==> config.mk <==
export PLATFORM = sky130hd
export DESIGN_NAME = ps2_mouse_tracker
export DESIGN_NICKNAME = d
export VERILOG_FILES = /design/src/rtl/mouse_pkg.sv /design/src/rtl/mouse_axis_acc.sv /design/src/rtl/ps2_mouse_tracker.sv
export SDC_FILE = /design/constraint.sdc
export NUM_CORES = 1
export LEC_CHECK = 0
export ABC_CLOCK_PERIOD_IN_PS = 5700
export BUFFER_PORTS_ARGS = -buffer_cell sky130_fd_sc_hd__buf_2
export CAP_MARGIN = 20
export CORE_MARGIN = 2
export CORE_UTILIZATION = 30
export CTS_BUF_LIST = sky130_fd_sc_hd__clkbuf_4 sky130_fd_sc_hd__clkbuf_8 sky130_fd_sc_hd__clkbuf_16
export CTS_CLUSTER_DIAMETER = 40
export DETAILED_ROUTE_END_ITERATION = 10
export PLACE_DENSITY_LB_ADDON = 0.08
export SYNTH_ARGS = -nofsm -noshare
export SYNTH_HDL_FRONTEND = slang
export SYNTH_SLANG_ARGS = --single-unit
==> constraint.sdc <==
create_clock -name CLOCK -period 5.7 [get_ports CLOCK]
set_input_delay 0.855 -clock CLOCK [delete_from_list [all_inputs] [get_ports CLOCK]]
set_output_delay 0.855 -clock CLOCK [all_outputs]
set_load 0.05 [all_outputs]
==> src/rtl/mouse_pkg.sv <==
// Shared types and constants for the PS/2 mouse tracker: FSM states,
// status-byte bit positions and the position width.
package mouse_pkg;

  localparam int POS_W = 12;

  typedef enum logic [1:0] {
    S_B0,
    S_B1,
    S_B2
  } state_t;

  localparam int BTN_L    = 0;
  localparam int BTN_R    = 1;
  localparam int BTN_M    = 2;
  localparam int SYNC_BIT = 3;
  localparam int XSIGN    = 4;
  localparam int YSIGN    = 5;
  localparam int XOVF     = 6;
  localparam int YOVF     = 7;

  // Only the status bits that matter after the sync check are kept.
  typedef struct packed {
    logic y_ovf;
    logic x_ovf;
    logic y_sign;
    logic x_sign;
    logic btn_m;
    logic btn_r;
    logic btn_l;
  } status_t;

endpackage

==> src/rtl/mouse_axis_acc.sv <==
// One axis of the absolute position: sign-extends a 9-bit PS/2 delta,
// squashes it on overflow, adds or subtracts it, and clamps to [0, MAX].
module mouse_axis_acc
  import mouse_pkg::*;
#(
  parameter int MAX    = 767,
  parameter int INIT   = 384,
  parameter bit INVERT = 1'b0
) (
  input  logic             clk,
  input  logic             rst,
  input  logic             commit,
  input  logic             sign,
  input  logic             ovf,
  input  logic [7:0]       delta,
  output logic [POS_W-1:0] pos
);

  localparam logic signed [13:0] MAX_S = 14'(MAX);

  logic signed [13:0] delta_ext;
  logic signed [13:0] sum;
  logic [POS_W-1:0]   next_pos;

  // 14-bit signed headroom keeps the sum from wrapping before the clamp.
  always_comb begin
    delta_ext = ovf ? 14'sd0 : $signed({{5{sign}}, sign, delta});
    sum       = INVERT ? ($signed({2'b00, pos}) - delta_ext)
                       : ($signed({2'b00, pos}) + delta_ext);
    if (sum < 14'sd0)
      next_pos = '0;
    else if (sum > MAX_S)
      next_pos = POS_W'(MAX);
    else
      next_pos = sum[POS_W-1:0];
  end

  always_ff @(posedge clk or posedge rst) begin
    if (rst)
      pos <= POS_W'(INIT);
    else if (commit)
      pos <= next_pos;
  end

endmodule

==> src/rtl/ps2_mouse_tracker.sv <==
// PS/2 mouse packet assembler and absolute cursor tracker.
// Define PS2_MOUSE_TIMEOUT_EN to abort partial packets after an inter-byte gap.
module ps2_mouse_tracker
  import mouse_pkg::*;
#(
`ifdef PS2_MOUSE_TIMEOUT_EN
  parameter int TIMEOUT_CYCLES = 2_000_000,
`endif
  parameter int X_MAX  = 767,
  parameter int Y_MAX  = 511,
  parameter int X_INIT = 384,
  parameter int Y_INIT = 256
) (
  input  logic             CLOCK,
  input  logic             RESET,
  input  logic [7:0]       rx_data,
  input  logic             rx_valid,
  output logic [POS_W-1:0] mouse_x,
  output logic [POS_W-1:0] mouse_y,
  output logic             btn_left,
  output logic             btn_right,
  output logic             btn_middle,
  output logic             new_event,
  output logic             sync_err
);

  state_t     state;
  state_t     eff_state;
  status_t    status;
  logic [7:0] x_byte;
  logic       timeout_hit;
  logic       commit;

`ifdef PS2_MOUSE_TIMEOUT_EN
  localparam int CNT_W = $clog2(TIMEOUT_CYCLES + 1);
  logic [CNT_W-1:0] gap_cnt;

  always_ff @(posedge CLOCK or posedge RESET) begin
    if (RESET)
      gap_cnt <= '0;
    else if (rx_valid || state == S_B0 || timeout_hit)
      gap_cnt <= '0;
    else
      gap_cnt <= gap_cnt + 1'b1;
  end

  assign timeout_hit = (state != S_B0) && (gap_cnt == CNT_W'(TIMEOUT_CYCLES));
`else
  assign timeout_hit = 1'b0;
`endif

  // A byte arriving on the timeout cycle is treated as a fresh status byte.
  assign eff_state = timeout_hit ? S_B0 : state;
  assign commit    = rx_valid && (eff_state == S_B2);

  always_ff @(posedge CLOCK or posedge RESET) begin
    if (RESET) begin
      state      <= S_B0;
      status     <= '0;
      x_byte     <= '0;
      btn_left   <= 1'b0;
      btn_right  <= 1'b0;
      btn_middle <= 1'b0;
      new_event  <= 1'b0;
      sync_err   <= 1'b0;
    end else begin
      new_event <= commit;
      sync_err  <= timeout_hit;
      if (timeout_hit)
        state <= S_B0;
      if (rx_valid) begin
        case (eff_state)
          S_B0: begin
            if (rx_data[SYNC_BIT]) begin
              status <= '{y_ovf:  rx_data[YOVF],  x_ovf: rx_data[XOVF],
                          y_sign: rx_data[YSIGN], x_sign: rx_data[XSIGN],
                          btn_m:  rx_data[BTN_M], btn_r: rx_data[BTN_R],
                          btn_l:  rx_data[BTN_L]};
              state  <= S_B1;
            end else begin
              state    <= S_B0;
              sync_err <= 1'b1;
            end
          end
          S_B1: begin
            x_byte <= rx_data;
            state  <= S_B2;
          end
          S_B2: begin
            btn_left   <= status.btn_l;
            btn_right  <= status.btn_r;
            btn_middle <= status.btn_m;
            state      <= S_B0;
          end
          default: state <= S_B0;
        endcase
      end
    end
  end

  // The Y byte is consumed straight off rx_data on the commit cycle.
  mouse_axis_acc #(.MAX(X_MAX), .INIT(X_INIT), .INVERT(1'b0)) u_x_axis (
    .clk    (CLOCK),
    .rst    (RESET),
    .commit (commit),
    .sign   (status.x_sign),
    .ovf    (status.x_ovf),
    .delta  (x_byte),
    .pos    (mouse_x)
  );

  mouse_axis_acc #(.MAX(Y_MAX), .INIT(Y_INIT), .INVERT(1'b1)) u_y_axis (
    .clk    (CLOCK),
    .rst    (RESET),
    .commit (commit),
    .sign   (status.y_sign),
    .ovf    (status.y_ovf),
    .delta  (rx_data),
    .pos    (mouse_y)
  );

endmodule

=== After elaboration in Yosys (flattened, before gate mapping) ===
Cells that the tools add are included.
W data, S select, Z words.

* RAM bits: 0
* ROM bits: 0
* Latch bits: 0
* Word-level logic and storage cells: 40
* Flip-flop bits (word level): 46
* Output and inout port bits: 29
* Memories: 0
* Input port bits: 11

* Multiplexer cells: 11
* $mul: 0
* Shift-type cells: 0
* Bitwise operators: 0
* Reduce and logical (&&, ||, !) cells: 5
* $add $sub $neg: 2
* Equal/unequal tests: 2
* Order comparisons: 4
* Div/mod/pow operators: 0

{| class="wikitable"
|+ Operators with widths
! cell !! number
|-
| $mux W12 || 4
|-
| $lt A14 B1 Y1 const B || 2
|-
| $mux W14 || 2
|-
| $add A13 B14 Y14 || 1
|-
| $gt A14 B10 Y1 const B || 1
|-
| $gt A14 B11 Y1 const B || 1
|-
| $sub A13 B14 Y14 || 1
|-
| $mux W1 || 4
|-
| $pmux W2 S2 || 1
|-
| $reduce_and A2 Y1 || 2
|-
| $reduce_and A3 Y1 || 1
|-
| $eq A2 B1 Y1 const B || 1
|-
| $eq A2 B2 Y1 const B || 1
|-
| $logic_not A2 Y1 || 1
|-
| $logic_and A1 B1 Y1 || 1
|}

=== Logic depth before layout (Yosys ltp) ===
* Depth after elaboration: 5
* Mapped depth: 11
* Mapped depth without buffers: 10

=== Modules after synthesis ===
A second synthesis with hierarchy kept.

* Cells, all modules: 300
* Area total of the unflattened synthesis: 3,293.2 um^2

{| class="wikitable"
|+ Modules (own cells, without submodules)
! module !! area each (um^2) !! cells each !! times used !! sequential area each (um^2)
|-
| mouse_axis_acc (u_y_axis) || 1,282.5 || 129 || 1 || 301.5
|-
| mouse_axis_acc (u_x_axis) || 1,159.9 || 120 || 1 || 302.8
|-
| ps2_mouse_tracker || 850.8 || 51 || 1 || 550.5
|}

=== Least setup slack after synthesis ===
Ideal clock, no wire load.

* Path kind: register to register
* From: reg u_x_axis.pos[0]
* To: reg u_x_axis.pos[9]
* Buffers on the path: 0
* Cell stages (with the launch flop): 10
* Period minus slack after synthesis: 3,148 ps
* Required time: 5,576 ps
* Arrival: 3,024 ps
* Slack: 2,552 ps
* Path through: dfrtp_1 > ha_1 > fa_1 > a211oi_1 > o21ai_1 > a31oi_1 > nor4_1 > nor4_4 > nand3_2 > a211o_1

* Longest elaborated chain between the ends: 4

{| class="wikitable"
|+ Ends and longest elaborated chain
! item !! line !! text
|-
| start, declared || mouse_axis_acc.sv:16 || <nowiki>output logic [POS_W-1:0] pos</nowiki>
|-
| start signal, assigned || mouse_axis_acc.sv:40 || <nowiki>pos <= POS_W'(INIT);</nowiki>
|-
| start signal, assigned || mouse_axis_acc.sv:42 || <nowiki>pos <= next_pos;</nowiki>
|-
| $add A13 B14 Y14 * || mouse_axis_acc.sv:29 || <nowiki>: ($signed({2'b00, pos}) + delta_ext);</nowiki>
|-
| $gt A14 B11 Y1 || mouse_axis_acc.sv:32 || <nowiki>else if (sum > MAX_S)</nowiki>
|-
| $mux W12 || mouse_axis_acc.sv:32 ||
|-
| $mux W12 * || mouse_axis_acc.sv:30 || <nowiki>if (sum < 14'sd0)</nowiki>
|}

Mark *: on every way between the ends. The rest lies on a longest branch, timed or not.
A chain may end at the register's enable or synchronous reset.

=== Worst setup path in the final report ===
* From: in rx_data[0]
* To: reg u_y_axis.pos[1]

* Longest elaborated chain between the ends: 5

{| class="wikitable"
|+ Ends and longest elaborated chain
! item !! line !! text
|-
| start, declared || ps2_mouse_tracker.sv:16 || <nowiki>input logic [7:0] rx_data,</nowiki>
|-
| $mux W14 * || mouse_axis_acc.sv:27 || <nowiki>delta_ext = ovf ? 14'sd0 : $signed({{5{sign}}, sign, delta});</nowiki>
|-
| $sub A13 B14 Y14 * || mouse_axis_acc.sv:28 || <nowiki>sum = INVERT ? ($signed({2'b00, pos}) - delta_ext)</nowiki>
|-
| $gt A14 B10 Y1 || mouse_axis_acc.sv:32 ||
|-
| $mux W12 || mouse_axis_acc.sv:32 ||
|-
| $mux W12 * || mouse_axis_acc.sv:30 ||
|-
| end signal, assigned || mouse_axis_acc.sv:40 ||
|-
| end signal, assigned || mouse_axis_acc.sv:42 ||
|-
| end, declared || mouse_axis_acc.sv:16 ||
|}

Marks and branches as above.

==> reports/results.txt <==
Postcts setup bufs = 0
Crit path kind = input pin to flip-flop
FF/Latch Area = 1150 sq um
Switching power = 1.21 mW
Count leader, synth = dfrtp_1
R2r endpoint = u_y_axis.pos[1]$_DFFE_PP0P_
Post-Route WL = 8.19 mm
Clock transition at path regs = 0.09 ns
Core region area = 10300 sq um
Max-Slew Margin vs Limit = 15.1%
Max cap viols = 0
Sequential share of power = 24.7%
Post-layout util = 35.3%
Final nets = 398
Most frequent CP cell = o31a_1
CP max stage cell = a2111oi_0
Ant. Diodes = 0
H-tree depth = 2
Post-DR vias/cell = 5.24
Wirelength per Cell = 16.5 um
Initial antenna violation count = 0
Clock latency on the worst-skew pair = 0.30 ns
Combinational share of power = 65.6%
Hpwl dp = 6.26 mm
Net Count, Synth = 359
DR pass1 iterations = 4
Inserted Clock Buffers = 5
Vias in the first global route = 2506
Setup TNS = 0 ns
Final hold vios = 0
Top cells by area, synth = dfrtp_1 34%, ha_1 9.4%, mux2_2 5.3%
Dpl ws = 1.83 ns
Routed Antenna Nets = 0
Aggregate global routing overflow = 0
CP Max Fanout = 10
Num rows = 37
DRC errors left = 0
Register area share after synthesis = 36.2%
Reg2Reg Depth = 9
Largest net degree at the start of global routing = 47
Via count = 2610
Int Power = 1.18 mW
Prevailing post-synth register cell = dfrtp_1
CP delay by family, top = compound AO/OA/AOI/OAI gates
CP endpoint kind = flip-flop
Number of synthesized flops with an enable pin = 0
# setup viols final = 0
Cell taking the most area after synthesis = dfrtp_1
RSZ-0062 raised after global routing = no
Final WS setup = 2.04 ns
Worst Setup Start Kind = input pin
Internal reg-to-reg setup slack = 2.08 ns
Delay of the slowest critical-path stage = 1.04 ns
Arrival time worst endpoint = 3.90 ns
Die X = 107 um
CTS Buffer Depth = 2
Asr flop ratio synth = 100%
Crit path time final = 3.66 ns
IO Port Bufs = 39
Syn Area/Cell = 9.91 sq um
Gr usage total = 14.8%
Post-Synthesis Cells = 322
Setup Skew = 0.00633 ns
Status = finished clean
Hold Buf Count CTS = 0
Crit-path cells = buf_2 -> nor2b_1 -> ha_1 -> nand3b_1 -> a2111oi_0 -> o31a_1 -> o21ai_0 -> a21oi_2 -> o31a_1 -> a221o_1
CTS Root Cell = clkbuf_8
Total Die Area = 11500 sq um
Share of layout cells above drive strength 1 = 21.5%
Initial core utilization = 30.9%
CTS tree = yes
Worst slew pin tran = 1.24 ns
Post-synth top cells = 43 x dfrtp_1, 24 x ha_1, 20 x nand2_1, 18 x nor2_1, 16 x inv_1
Worst vdd ir = 266 uV
# IOs = 40
PwrDens = 655 nW/um^2
Gpl congestion = 0.813
First-pass GRT wire length = 13.3 mm
Post-Syn Area = 3190 sq um
Post-synthesis cell type count = 61
Final period utilization = 64.1%
Highest Clock Rate = 274 MHz
Synth Register Bits = 46
Static Leak = 1.64 nW
YS warnings = 0
Syn-to-layout area delta = 14.2%
Die H = 107 um
Multi-input gate area = 1930 sq um
Reg2reg start = status[6]$_DFFE_PP0P_
Worst hold margin = 0.462 ns
CP required = 5.94 ns
HP Class = input pin to async pin
Slew Viols, Final = 0
Fill count = 1073
Clock power frac = 9.7%
Total power = 2.39 mW
Synth top area share = 33.7%
DR iter-0 viols = 108
Resized cells post-CTS = 0
Switching Fraction = 50.7%
Buf/Inv on CP = 1
Clock sink total = 46
cells by family after synthesis:
kind of cell    count (synthesis)  synth area share (%)
fa+ha+maj                      26                  10.7
mux                            18                  6.35
flops                          46                  36.2
buf+inv                        25                  3.25
compound gates                 88                  20.9
xor+xnor                       13                  3.57
simple gates                  106                  19.1
routing by layer:
layer	vias up	GRT usage, %	part of all wire, %
met5	-	0	0
met4	0	4.17	1.8
met3	10	2.31	3.1
met2	51	25.0	49
met1	1266	19.5	46
li1	1283	-	-
flip-flops by register name, indices dropped and copies added (netlist names):
signal        count
u_y_axis.pos     12
eff_state         2
btn_right         1
btn_middle        1
new_event         1
status            7
btn_left          1
sync_err          1
u_x_axis.pos     12
x_byte            8
metrics by stage:
step / instance area [sq um] / instances
6_report: 3640 / 498
5_1_grt: 3640 / 498
4_1_cts: 3620 / 497
3_5_place_dp: 3520 / 489
3_3_place_gp: 3520 / 489
2_1_floorplan: 3190 / 322
worst max path at each step:
stage / from / end / slack, ns / cells after the start
floorplan: u_x_axis.pos[0]$_DFFE_PP0P_ / u_x_axis.pos[9]$_DFFE_PP0P_ / 2.55 / 9
global placement: rx_data[0] / u_y_axis.pos[1]$_DFFE_PP0P_ / 1.85 / 10
detailed placement: rx_data[0] / u_y_axis.pos[5]$_DFFE_PP0P_ / 1.83 / 10
CTS: status[5]$_DFFE_PP0P_ / u_x_axis.pos[9]$_DFFE_PP0P_ / 2.12 / 10
global route: status[5]$_DFFE_PP0P_ / u_x_axis.pos[9]$_DFFE_PP0P_ / 1.84 / 10
finish: rx_data[0] / u_y_axis.pos[1]$_DFFE_PP0P_ / 2.04 / 10
worst reg2reg max path, delay by kind of cell (launching register included):
family | cells | cell delay [ns]
compound gates | 6 | 2.36
fa+ha+maj | 1 | 0.36
flops | 1 | 0.51
simple gates | 2 | 0.32
power by group through the flow:
| stage | Clock (mW) | Combinational (mW) | Sequential, mW |
|---|---|---|---|
| 2_1_floorplan | 0 | 1.00 | 0.822 |
| 3_3_place_gp | 0 | 1.58 | 0.603 |
| 3_5_place_dp | 0 | 1.57 | 0.600 |
| 4_1_cts | 0.240 | 1.57 | 0.595 |
| 5_1_grt | 0.253 | 1.71 | 0.614 |
| 6_report | 0.231 | 1.57 | 0.589 |
cell type report:
type                    count  share of cell area, %
flip-flops and latches     46                   31.7
clock inverters             1                  0.240
well taps                 136                   4.67
clock buffers               7                   2.64
multi-input cells         251                   53.0
inverters                  16                   1.65
repair buffers             41                   6.11
placed cells by master (no fill, tap or decap), types with 9 or more instances in the layout:
master / instances
nor2b_1: 11
nand2b_1: 10
a22o_1: 9
a21oi_1: 13
ha_1: 24
nand2_1: 20
nor2_1: 18
xnor2_1: 9
dfrtp_1: 43
a221o_1: 10
o21ai_0: 11
mux2_2: 15
inv_1: 15
buf_2: 39
No activity file was read; power rests on OpenSTA's default activity.
